[config.mk]
export PLATFORM = sky130hd
export DESIGN_NAME = act_lut_fetcher_flat
export DESIGN_NICKNAME = d
export VERILOG_FILES = /design/src/rtl/act_lut_fetcher_if.sv /design/src/rtl/act_lut_fetcher.sv /design/src/flat_wrapper.sv
export SDC_FILE = /design/constraint.sdc
export NUM_CORES = 1
export LEC_CHECK = 0
export ABC_AREA = 1
export BUFFER_PORTS_ARGS = -buffer_cell sky130_fd_sc_hd__clkbuf_2
export CAP_MARGIN = 0
export CORE_AREA = 4 4 73 69
export DETAILED_ROUTE_END_ITERATION = 10
export DIE_AREA = 0 0 77 73
export PLACE_DENSITY = 0.62
export SETUP_SLACK_MARGIN = 0.05
export SYNTH_ARGS = -nofsm -noshare
export SYNTH_HDL_FRONTEND = slang
export SYNTH_SLANG_ARGS = --single-unit
[constraint.sdc]
create_clock -name clk -period 1.7 [get_ports clk]
set_clock_uncertainty 0.05 [all_clocks]
set_input_delay 0 -clock clk [delete_from_list [all_inputs] [get_ports clk]]
set_output_delay 0 -clock clk [all_outputs]
set_load 0.05 [all_outputs]
[src/rtl/act_lut_fetcher_if.sv]
// ============================================================================
//  Module   : act_lut_fetcher_if
//  Purpose  : Bundles the sample input, table memory and interpolator output
//             handshakes of the activation LUT fetcher.
//  Revision : 1.0 - initial release
// ============================================================================
`default_nettype none

interface act_lut_fetcher_if #(
    parameter int DATA_W = 8,
    parameter int ADDR_W = 5
);
    logic                in_valid;
    logic                in_ready;
    logic [DATA_W-1:0]   x;
    logic                mem_rd;
    logic [ADDR_W-1:0]   mem_addr;
    logic [DATA_W-1:0]   mem_rdata;
    logic                tbl_wr;
    logic                out_valid;
    logic                out_ready;
    logic [DATA_W-1:0]   base;
    logic [DATA_W-1:0]   next_data;
    logic [DATA_W-1:0]   remaining;

    modport slave (
        input  in_valid, x, mem_rdata, tbl_wr, out_ready,
        output in_ready, mem_rd, mem_addr, out_valid, base, next_data, remaining
    );

    modport master (
        output in_valid, x, mem_rdata, tbl_wr, out_ready,
        input  in_ready, mem_rd, mem_addr, out_valid, base, next_data, remaining
    );
endinterface

`default_nettype wire

[src/rtl/act_lut_fetcher.sv]
// ============================================================================
//  Module   : act_lut_fetcher
//  Purpose  : Splits a fixed-point pre-activation into table index and
//             fraction, fetches table[a] and table[a+1] and presents them to
//             the interpolator. Define ACT_LUT_REUSE_EN to skip the reads when
//             the address repeats and the table has not been rewritten.
//  Revision : 1.0 - initial release
// ============================================================================
`default_nettype none

module act_lut_fetcher #(
    parameter int DATA_W     = 8,
    parameter int FRAC_W     = 4,
    parameter int ADDR_W     = 5,
    parameter int TBL_OFFSET = 8
) (
    input  wire logic          clk,
    input  wire logic          rst_n,
    act_lut_fetcher_if.slave   bus
);

    localparam logic [2:0] S_IDLE    = 3'd0;
    localparam logic [2:0] S_RD_BASE = 3'd1;
    localparam logic [2:0] S_RD_NEXT = 3'd2;
    localparam logic [2:0] S_CAPT    = 3'd3;
    localparam logic [2:0] S_OUT     = 3'd4;

    logic [2:0]        r_state;
    logic [ADDR_W-1:0] r_a;
    logic              r_mem_rd;
    logic [ADDR_W-1:0] r_mem_addr;
    logic [DATA_W-1:0] r_base;
    logic [DATA_W-1:0] r_next;
    logic [DATA_W-1:0] r_rem;

    logic [ADDR_W-1:0] w_a;
    logic [DATA_W-1:0] w_rem;
    logic              w_accept;
    logic              w_hit;

    // Truncating to ADDR_W after the add equals adding in ADDR_W bits.
    assign w_a      = ADDR_W'($signed(bus.x) >>> FRAC_W) + ADDR_W'(TBL_OFFSET);
    assign w_rem    = DATA_W'(bus.x[FRAC_W-1:0]);
    assign w_accept = (r_state == S_IDLE) && bus.in_valid;

`ifdef ACT_LUT_REUSE_EN
    logic [ADDR_W-1:0] r_last_a;
    logic              r_cache_vld;

    assign w_hit = r_cache_vld && (w_a == r_last_a) && !bus.tbl_wr;

    // A table write wins over the set on OUT entry: captured data may be stale.
    always_ff @(posedge clk or negedge rst_n) begin
        if (!rst_n) begin
            r_cache_vld <= 1'b0;
            r_last_a    <= '0;
        end else begin
            if (bus.tbl_wr) begin
                r_cache_vld <= 1'b0;
            end else if (r_state == S_CAPT) begin
                r_cache_vld <= 1'b1;
            end
            if (w_accept && !w_hit) begin
                r_last_a <= w_a;
            end
        end
    end
`else
    logic w_unused_tbl_wr;

    assign w_hit           = 1'b0;
    assign w_unused_tbl_wr = bus.tbl_wr;
`endif

    always_ff @(posedge clk or negedge rst_n) begin
        if (!rst_n) begin
            r_state    <= S_IDLE;
            r_a        <= '0;
            r_mem_rd   <= 1'b0;
            r_mem_addr <= '0;
            r_base     <= '0;
            r_next     <= '0;
            r_rem      <= '0;
        end else begin
            case (r_state)
                S_IDLE: begin
                    if (w_accept) begin
                        r_rem <= w_rem;
                        r_a   <= w_a;
                        if (w_hit) begin
                            r_state <= S_OUT;
                        end else begin
                            r_state    <= S_RD_BASE;
                            r_mem_rd   <= 1'b1;
                            r_mem_addr <= w_a;
                        end
                    end
                end
                S_RD_BASE: begin
                    r_mem_addr <= r_a + ADDR_W'(1);
                    r_state    <= S_RD_NEXT;
                end
                S_RD_NEXT: begin
                    r_mem_rd <= 1'b0;
                    r_base   <= bus.mem_rdata;
                    r_state  <= S_CAPT;
                end
                S_CAPT: begin
                    r_next  <= bus.mem_rdata;
                    r_state <= S_OUT;
                end
                S_OUT: begin
                    if (bus.out_ready) begin
                        r_state <= S_IDLE;
                    end
                end
                default: begin
                    r_mem_rd <= 1'b0;
                    r_state  <= S_IDLE;
                end
            endcase
        end
    end

    assign bus.in_ready  = (r_state == S_IDLE);
    assign bus.out_valid = (r_state == S_OUT);
    assign bus.mem_rd    = r_mem_rd;
    assign bus.mem_addr  = r_mem_addr;
    assign bus.base      = r_base;
    assign bus.next_data = r_next;
    assign bus.remaining = r_rem;

endmodule

`default_nettype wire
[src/flat_wrapper.sv]
// flat-port wrapper written by rule: the top's interface ports become plain ports
module act_lut_fetcher_flat 
#(
    parameter int DATA_W     = 8,
    parameter int FRAC_W     = 4,
    parameter int ADDR_W     = 5,
    parameter int TBL_OFFSET = 8
)
  (clk, rst_n, bus_in_valid, bus_x, bus_mem_rdata, bus_tbl_wr, bus_out_ready, bus_in_ready, bus_mem_rd, bus_mem_addr, bus_out_valid, bus_base, bus_next_data, bus_remaining);
  act_lut_fetcher_if #(.DATA_W(DATA_W), .ADDR_W(ADDR_W)) bus_i ();
  input  wire logic clk;
  input  wire logic rst_n;
  input wire logic [$bits(bus_i.in_valid)-1:0] bus_in_valid;
  input wire logic [$bits(bus_i.x)-1:0] bus_x;
  input wire logic [$bits(bus_i.mem_rdata)-1:0] bus_mem_rdata;
  input wire logic [$bits(bus_i.tbl_wr)-1:0] bus_tbl_wr;
  input wire logic [$bits(bus_i.out_ready)-1:0] bus_out_ready;
  output wire logic [$bits(bus_i.in_ready)-1:0] bus_in_ready;
  output wire logic [$bits(bus_i.mem_rd)-1:0] bus_mem_rd;
  output wire logic [$bits(bus_i.mem_addr)-1:0] bus_mem_addr;
  output wire logic [$bits(bus_i.out_valid)-1:0] bus_out_valid;
  output wire logic [$bits(bus_i.base)-1:0] bus_base;
  output wire logic [$bits(bus_i.next_data)-1:0] bus_next_data;
  output wire logic [$bits(bus_i.remaining)-1:0] bus_remaining;
  assign bus_i.in_valid = bus_in_valid;
  assign bus_i.x = bus_x;
  assign bus_i.mem_rdata = bus_mem_rdata;
  assign bus_i.tbl_wr = bus_tbl_wr;
  assign bus_i.out_ready = bus_out_ready;
  assign bus_in_ready = bus_i.in_ready;
  assign bus_mem_rd = bus_i.mem_rd;
  assign bus_mem_addr = bus_i.mem_addr;
  assign bus_out_valid = bus_i.out_valid;
  assign bus_base = bus_i.base;
  assign bus_next_data = bus_i.next_data;
  assign bus_remaining = bus_i.remaining;
  act_lut_fetcher #(.DATA_W(DATA_W), .FRAC_W(FRAC_W), .ADDR_W(ADDR_W), .TBL_OFFSET(TBL_OFFSET)) u_core (.clk(clk), .rst_n(rst_n), .bus(bus_i));
endmodule
==> flow_summary.ini, run 1 <==
[run_status]
outcome = complete, no violations

[clocking]
cts.clk_slew.worst_paths_ns = 0.06
cts-root-buf = clkbuf_8
numCtsBuffers = 5
clk_latency_ns = 0.28
clockBufferDepth = 2
tritoncts = yes
clock_sinks = 33
htree_levels = 2

[setup_path]
r2r_start = u_core.r_state[0]
r2r_setup_slack_ns = 0.31
path_buf_inv = 2
worstSetupPathType = flop to output port
crit_slowest_cell = dfrtp_1
worst-endpoint-required_ns = 1.65
r2r_cells = 5
path_cells = nor2_4 -> nand2_1 -> inv_1 -> clkbuf_2
cpPeakStageDelay_ns = 0.47
timing.rr.end = u_core.bus.mem_addr[1]
cp_top_family = flip-flops
worstPathArrival_ns = 1.36
critPathCaptureType = output port
startpoint_type = flop
path_max_fanout = 5

[floorplanning]
start_util_pct = 32.9
rows = 23
die_h_um = 73
die_w_um = 77
io_pins = 53
dieArea_um2 = 5620
core_um2 = 4290

[cells_and_area]
seqCellArea_um2 = 826
n_antenna_cell = 0
fin_area_um2 = 1930
final.fill_count = 442
fin_cells = 272
multi_input_area_um2 = 469
fin_nets = 243
drive_gt1_share_pct = 26.6
area_growth_pct = 36.9

[placement]
gp_congestion = 0.768
placed_cells = 246
dpl.hpwl_um = 2070
portBuffers = 47
place_area_um2 = 1660

[grt]
antenna_found_initial = 0
gr-total-overflow = 0
first_global_vias = 1174
track_usage_pct = 12.0
grt_max_degree = 34
grt_pass1_wl_um = 5290

[sta]
period_needed_ns = 1.41
setup_violations = 0
report.final.hold_viol_count = 0
slew_violations = 0
fmax_mhz = 709
hold_ws_ns = 0.00729
rsz0062_at_grt = no
period_share_pct = 82.9
fin_tns_setup_ns = 0

[logic_synthesis]
netlist_area_um2 = 1410
yosysWarnings = 0
syn_avg_cell_area_um2 = 9.29
postSynthCellCount = 152
ys_types = 18
synth_seq_cells = 33
seq_area_frac_synth_pct = 58.5

[route]
post_drt_wl_per_cell_um = 11.4
viasPerCell = 4.32
vias = 1174
drt_iter0_drc = 44
routed_wirelength_um = 3100
drc_errors = 0
antenna_left = 0
dr.pass1.iters = 4

[worst_hold_path]
hold_end = u_core.r_a[3]
min_path_type = input pin to flop
hold_path_depth = 4
hp-start = bus_x[7]

[run]
maxCapViolCount = 0
==> Yosys cell counts, drive strengths merged <==
master | count | share of area (%)
nand3 | 17 | 7.3
o211ai | 1 | 0.53
nor2 | 2 | 1.1
conb | 1 | 0.27
buf | 7 | 4.5
ha | 1 | 0.89
inv | 19 | 5.1
xor2 | 1 | 0.62
nand4 | 2 | 0.89
dfrtp | 33 | 59
nand2 | 48 | 13
o21ai | 20 | 7.1
==> timing repair <==
item | CTS | global route
resized for setup | 0 | 1
endpoints found under the setup margin | 0 | 1
endpoints found under the hold margin | 61 | 0
setup buffers | 0 | 0
hold buffers | 18 | 0
==> through the flow <==
step	utilization, %	setup WS (ns)
6_report	45.1	0.291
5_1_grt	45.1	0.173
4_1_cts	44.9	0.166
3_5_place_dp	38.8	0.180
3_3_place_gp	38.8	0.204
2_1_floorplan	-	0.501
==> cell usage in the layout (no fill, tap or decap) <==
cell and n:
o21ai_0 20, nor2_4 1, buf_4 1, nand2_4 1
clkbuf_1 3, o211ai_1 1, dfrtp_1 33, xor2_1 1
inv_2 2, nand2_1 47, nand3_1 15, inv_1 17
nand3_4 2, nand4_1 2, ha_1 1, conb_1 4
dlygate4sd3_1 18, nor2_1 1, clkbuf_8 5, clkbuf_2 47
==> worst max-delay path by stage <==
stage / start / to / slack (ns) / cells past startpoint
3_3_place_gp: u_core.r_state[0] / u_core.bus.mem_addr[1] / 0.20 / 5
6_report: u_core.r_state[0] / bus_in_ready / 0.29 / 4
4_1_cts: u_core.r_state[0] / u_core.bus.mem_addr[1] / 0.17 / 5
5_1_grt: u_core.r_state[0] / u_core.bus.mem_addr[1] / 0.17 / 5
3_5_place_dp: u_core.r_state[0] / u_core.bus.mem_addr[1] / 0.18 / 5
2_1_floorplan: u_core.r_state[0] / u_core.bus.mem_addr[1] / 0.50 / 5
==> per-layer routing <==
| layer | wire (um) | up-vias | GRT usage, % |
|---|---|---|---|
| met4 | 82 | 0 | 7.11 |
| met5 | 0 | - | 0 |
| met2 | 1410 | 30 | 19.1 |
| met3 | 151 | 8 | 2.10 |
| li1 | - | 610 | - |
| met1 | 1450 | 526 | 15.5 |
==> sequential cells by signal, summed over array words and instances (netlist names) <==
name,count
u_core.bus.remaining,4
u_core.bus.base,8
u_core.bus.mem_addr,5
u_core.bus.next_data,8
u_core.r_a,4
u_core.bus.mem_rd,1
u_core.r_state,3
==> layout make-up <==
cell class	instances	area share, %
Clock buffer	8	4.15
Inverter	19	3.69
Multi-Input combinational cell	96	24.3
Sequential cell	33	42.7
Tap cell	50	3.24
Timing Repair Buffer	66	21.9
==> cells by family after synthesis <==
| logic type | after synthesis | share of synthesized area (%) |
|---|---|---|
| buffers and inverters | 26 | 9.57 |
| AOI/OAI and AO/OA | 21 | 7.62 |
| DFF | 33 | 58.5 |
| xor gates and xnor gates | 1 | 0.621 |
| adders and majority gates | 1 | 0.886 |
| other | 1 | 0.266 |
| and+or+nand+nor | 69 | 22.5 |
==> worst register-to-register path, cell delays in order, from the launching register on <==
cell and delay [ns]:
dfrtp_1 0.47, nor2_4 0.23, nand3_4 0.19, inv_2 0.20, nand2_1 0.10, nand3_1 0.09
Power of run 1 is not shown: default switching activity piles up to over one toggle a cycle in this logic, so the estimate is an artifact.
==> inputs of run 2 (changes only) <==
Settings changed: PLACE_DENSITY 0.62 to 0.65.
Clock period 1.7 ns to 1.2 ns, I/O delays scaled along.
==> run 2 against run 1 <==
Against the previous run:
- register-to-register slack worse by 0.38 ns
- sequential cell count unchanged
- worst hold slack better by 0.022 ns
- core utilization up 6.7 points
- cell area up 15%
- sequential share of layout area down 5.4 points
- critical path depth up 2
- the flow now finishes with violations (setup timing)
- via count up 5.4%
- clock-buffer cell count down 1
- non-clock buffer count up 15
- final cell count up 5.5%
- first-iteration DRC count down 30%
==> flow_summary.ini, run 2 (synthesis gave the netlist of run 1 again) <==
[cells_and_area]
area_growth_pct = 57.1
n_antenna_cell = 0
final_cell_mix = clkbuf_2 (45), nand2_1 (40), dfrtp_1 (31)
drive_gt1_share_pct = 41.4
final_common_cell = clkbuf_2
fin_nets = 258

[floorplanning]
start_util_pct = 32.9
io_pins = 53
dieArea_um2 = 5620
die_w_um = 77
die_h_um = 73
core_um2 = 4290
rows = 23

[sta]
slew_violations = 0
rsz0062_at_grt = yes
fmax_mhz = 790
report.final.hold_viol_count = 0
setup_violations = 21
period_needed_ns = 1.27
period_share_pct = 106
timing.final.ws_setup_ns = -0.0661

[route]
routed_wirelength_um = 3440
antenna_left = 0
drt_iter0_drc = 31
vias = 1237
dr.pass1.iters = 4
drc_errors = 0
viasPerCell = 4.31
post_drt_wl_per_cell_um = 12.0

[worst_hold_path]
hold_path_depth = 4
min_path_type = input pin to flop

[setup_path]
startpoint_type = flop
worstPathArrival_ns = 1.38
worst-path-stages = 6
cp_top_family = flip-flops
cp_common_cell = nand3_2
path_cells = nor2_4 -> buf_6 -> nand3_4 -> buf_8 -> nand3_2 -> nand3_2
critPathCaptureType = flop
worst-endpoint-required_ns = 1.32
path_buf_inv = 2
cpPeakStageDelay_ns = 0.44
r2r_cells = 6
crit_slowest_cell = dfrtp_2
path_max_fanout = 7
worstSetupPathType = flop to flop

[clocking]
cts-root-buf = clkbuf_8
htree_levels = 2
numCtsBuffers = 5
tritoncts = yes
clock_sinks = 33
clockBufferDepth = 2
cts.clk_slew.worst_paths_ns = 0.07
clk_latency_ns = 0.28

[grt]
first_global_vias = 1321
grt_pass1_wl_um = 5780
track_usage_pct = 12.9
grt_max_degree = 18
antenna_found_initial = 0
gr-total-overflow = 0

[placement]
portBuffers = 47
pre_cts_ws_ns = -0.0195
dpl.hpwl_um = 2350
gp_congestion = 0.811

[run_status]
violations = setup timing
outcome = finished with violations

[run]
maxCapViolCount = 0
run 2: changes by cell type in the layout (fill, tap and decap cells not counted), sizes merged:
cell,change
clkbuf,-2
buf,+16
clkinv,+1
run 2: worst paths after layout:
check / startpoint / end / slack (ns)
min in group asynchronous: rst_n / u_core.bus.mem_addr[2] / 0.09
worst max-delay path: u_core.r_state[2] / u_core.bus.mem_addr[1] / -0.07
worst max register to register: u_core.r_state[2] / u_core.bus.mem_addr[1] / -0.07
worst min-delay path: bus_x[7] / u_core.r_a[3] / 0.03
worst min register to register: u_core.bus.remaining[1] / u_core.bus.remaining[1] / 0.44
max in group asynchronous: rst_n / u_core.bus.base[7] / 0.52
run 2: layout make-up:
| class | count | area [um2] |
|---|---|---|
| multi-input combinational | 96 | 554 |
| clock inverter | 1 | 5.00 |
| timing repair buffer | 81 | 592 |
| sequential | 33 | 828 |
| inverter | 19 | 78.8 |
| fill | 396 | 2070 |
| clock buffer | 7 | 96.3 |
| tap | 50 | 62.6 |
run 2: stage by stage:
stage	utilization (%)	hold WS, ns	area (um2)	cells	TNS, ns
2_1_floorplan	-	-0.346	1420	155	0
3_3_place_gp	40.4	-0.142	1730	255	0
3_5_place_dp	40.4	-0.137	1730	255	-0.0233
4_1_cts	50.1	0.0242	2150	287	-0.257
5_1_grt	51.7	0.0600	2220	287	-2.05
6_report	51.7	0.0298	2220	287	-0.561
run 2: per-layer routing:
layer | vias up | part of all wire [%] | global-route usage [%]
li1 | 644 | - | -
met1 | 557 | 44 | 15.2
met2 | 31 | 51 | 22.9
met3 | 5 | 4.7 | 3.46
met4 | 0 | 0.99 | 4.74
met5 | - | 0 | 0
run 2: what timing repair did:
item                                    in CTS  in global routing
resized for setup                           22                 28
hold buffers                                18                  0
pin swaps                                    1                  6
setup buffers                                6                  0
endpoints found under the setup margin      15                 34
cloned                                       0                  0
endpoints found under the hold margin       61                  0
run 2: tightest hold or removal path: stages:
cell      delay, ns
clkbuf_2       0.07
inv_1          0.04
nand4_1        0.11
o21ai_0        0.09
Power of run 2 is left out for the same reason.
==> inputs of run 3 (changes only) <==
Settings changed: CTS_BUF_LIST set to sky130_fd_sc_hd__clkbuf_4 sky130_fd_sc_hd__clkbuf_8 sky130_fd_sc_hd__clkbuf_16, PLACE_DENSITY 0.65 to unset, PLACE_DENSITY_LB_ADDON set to 0.15.
==> run 3 against run 2 <==
Against the previous run:
- the flow still finishes with violations (setup timing)
- setup slack better by 0.0084 ns
- routed wire length is 15% higher
- first-iteration DRC count is 71% higher
- core utilization is 1.9 points higher
- critical path type is now flop to output port
- critical endpoint is now bus_in_ready
==> flow_summary.ini, run 3 (synthesis gave the netlist of run 1 again) <==
[cells_and_area]
n_antenna_cell = 0
final.fill_count = 382
drive_gt1_share_pct = 45.0
fin_nets = 263
final_cell_mix = clkbuf_2 (45), nand2_1 (32), dfrtp_1 (32)
area_growth_pct = 62.8
fin_area_um2 = 2300
final_common_cell = clkbuf_2

[grt]
track_usage_pct = 13.9
first_global_vias = 1286
grt_pass1_wl_um = 6130
gr-total-overflow = 0
antenna_found_initial = 0
grt_max_degree = 18

[floorplanning]
core_um2 = 4290
io_pins = 53
die_h_um = 73
rows = 23
die_w_um = 77
dieArea_um2 = 5620
start_util_pct = 32.9

[clocking]
cts-root-buf = clkbuf_8
clock_sinks = 33
clk_latency_ns = 0.28
tritoncts = yes
cts.clk_slew.worst_paths_ns = 0.07
clockBufferDepth = 2
htree_levels = 2
numCtsBuffers = 5

[setup_path]
critPathCaptureType = output port
path_max_fanout = 3
worstPathArrival_ns = 1.21
r2r_cells = 7
worst-endpoint-required_ns = 1.15
r2r_setup_slack_ns = -0.04
startpoint_type = flop
worstSetupPathType = flop to output port

[placement]
pre_cts_ws_ns = -0.0489
gp_congestion = 0.778
dpl.hpwl_um = 2500
place_area_um2 = 1740
portBuffers = 47

[run_status]
outcome = finished with violations
violations = setup timing

[route]
routed_wirelength_um = 3940
post_drt_wl_per_cell_um = 13.5
vias = 1382
drt_iter0_drc = 53
drc_errors = 0
antenna_left = 0
viasPerCell = 4.73
dr.pass1.iters = 4

[sta]
timing.final.ws_setup_ns = -0.0577
period_share_pct = 105
slew_violations = 0
rsz0062_at_grt = yes
setup_violations = 10
period_needed_ns = 1.26
report.final.hold_viol_count = 0
fmax_mhz = 795

[worst_hold_path]
hold_path_depth = 4
min_path_type = input pin to flop

[run]
maxCapViolCount = 0
-- run 3: cell count changes in the layout (fill, tap and decap cells not counted), sizes merged --
cell	before	now
buf	17	16
clkinv	1	3
nand2	48	50
inv	19	18
nand3	17	20
-- run 3: area by class of cell --
type	instances	area, um2	share of cell area (%)
timing repair buffer	80	598	26.0
tap	50	62.6	2.72
clock buffer	7	96.3	4.19
clock inverter	1	5.00	0.218
inverter	19	78.8	3.43
timing repair inverter	1	5.00	0.218
multi-input combinational	101	624	27.2
sequential	33	827	36.0
-- run 3: final timing paths --
check                             startpoint                     end
setup reg to reg           u_core.r_state[2]  u_core.bus.mem_addr[3]
hold / removal                      bus_x[7]           u_core.r_a[3]
min in group asynchronous              rst_n      u_core.bus.base[7]
max in group asynchronous              rst_n  u_core.bus.mem_addr[2]
setup / recovery           u_core.r_state[2]            bus_in_ready
hold reg to reg            u_core.bus.mem_rd       u_core.bus.mem_rd
-- run 3: repair_timing --
action,CTS,global route
pin swaps,5,10
gates cloned,3,3
gates resized for setup,24,36
hold endpoints to repair,61,0
endpoints found under the setup margin,25,34
hold buffers,18,0
setup buffers,4,2
-- run 3: critical path: stages (launching register included) --
cell	delay, ns
dfrtp_1	0.42
nor2_4	0.15
buf_6	0.12
nand2_1	0.05
inv_2	0.05
buf_8	0.13
-- run 3: metrics by stage --
step	util [%]	hold slack (ns)	std cells	setup TNS, ns
2_1_floorplan	-	-0.346	155	0
3_3_place_gp	40.5	-0.0845	254	-0.0300
3_5_place_dp	40.5	-0.0752	254	-0.292
4_1_cts	50.8	0.0189	287	-0.434
5_1_grt	53.6	0.0370	292	-1.57
6_report	53.6	0.0334	292	-0.327
-- run 3: per-layer routing --
| layer | part of all wire [%] | GRT usage, % | vias to the layer above |
|---|---|---|---|
| met5 | 0 | 0 | - |
| met4 | 0.79 | 4.74 | 0 |
| met2 | 51 | 24.3 | 42 |
| met1 | 43 | 16.8 | 675 |
| met3 | 5.0 | 3.58 | 2 |
| li1 | - | - | 663 |
Power of run 3 is left out for the same reason.
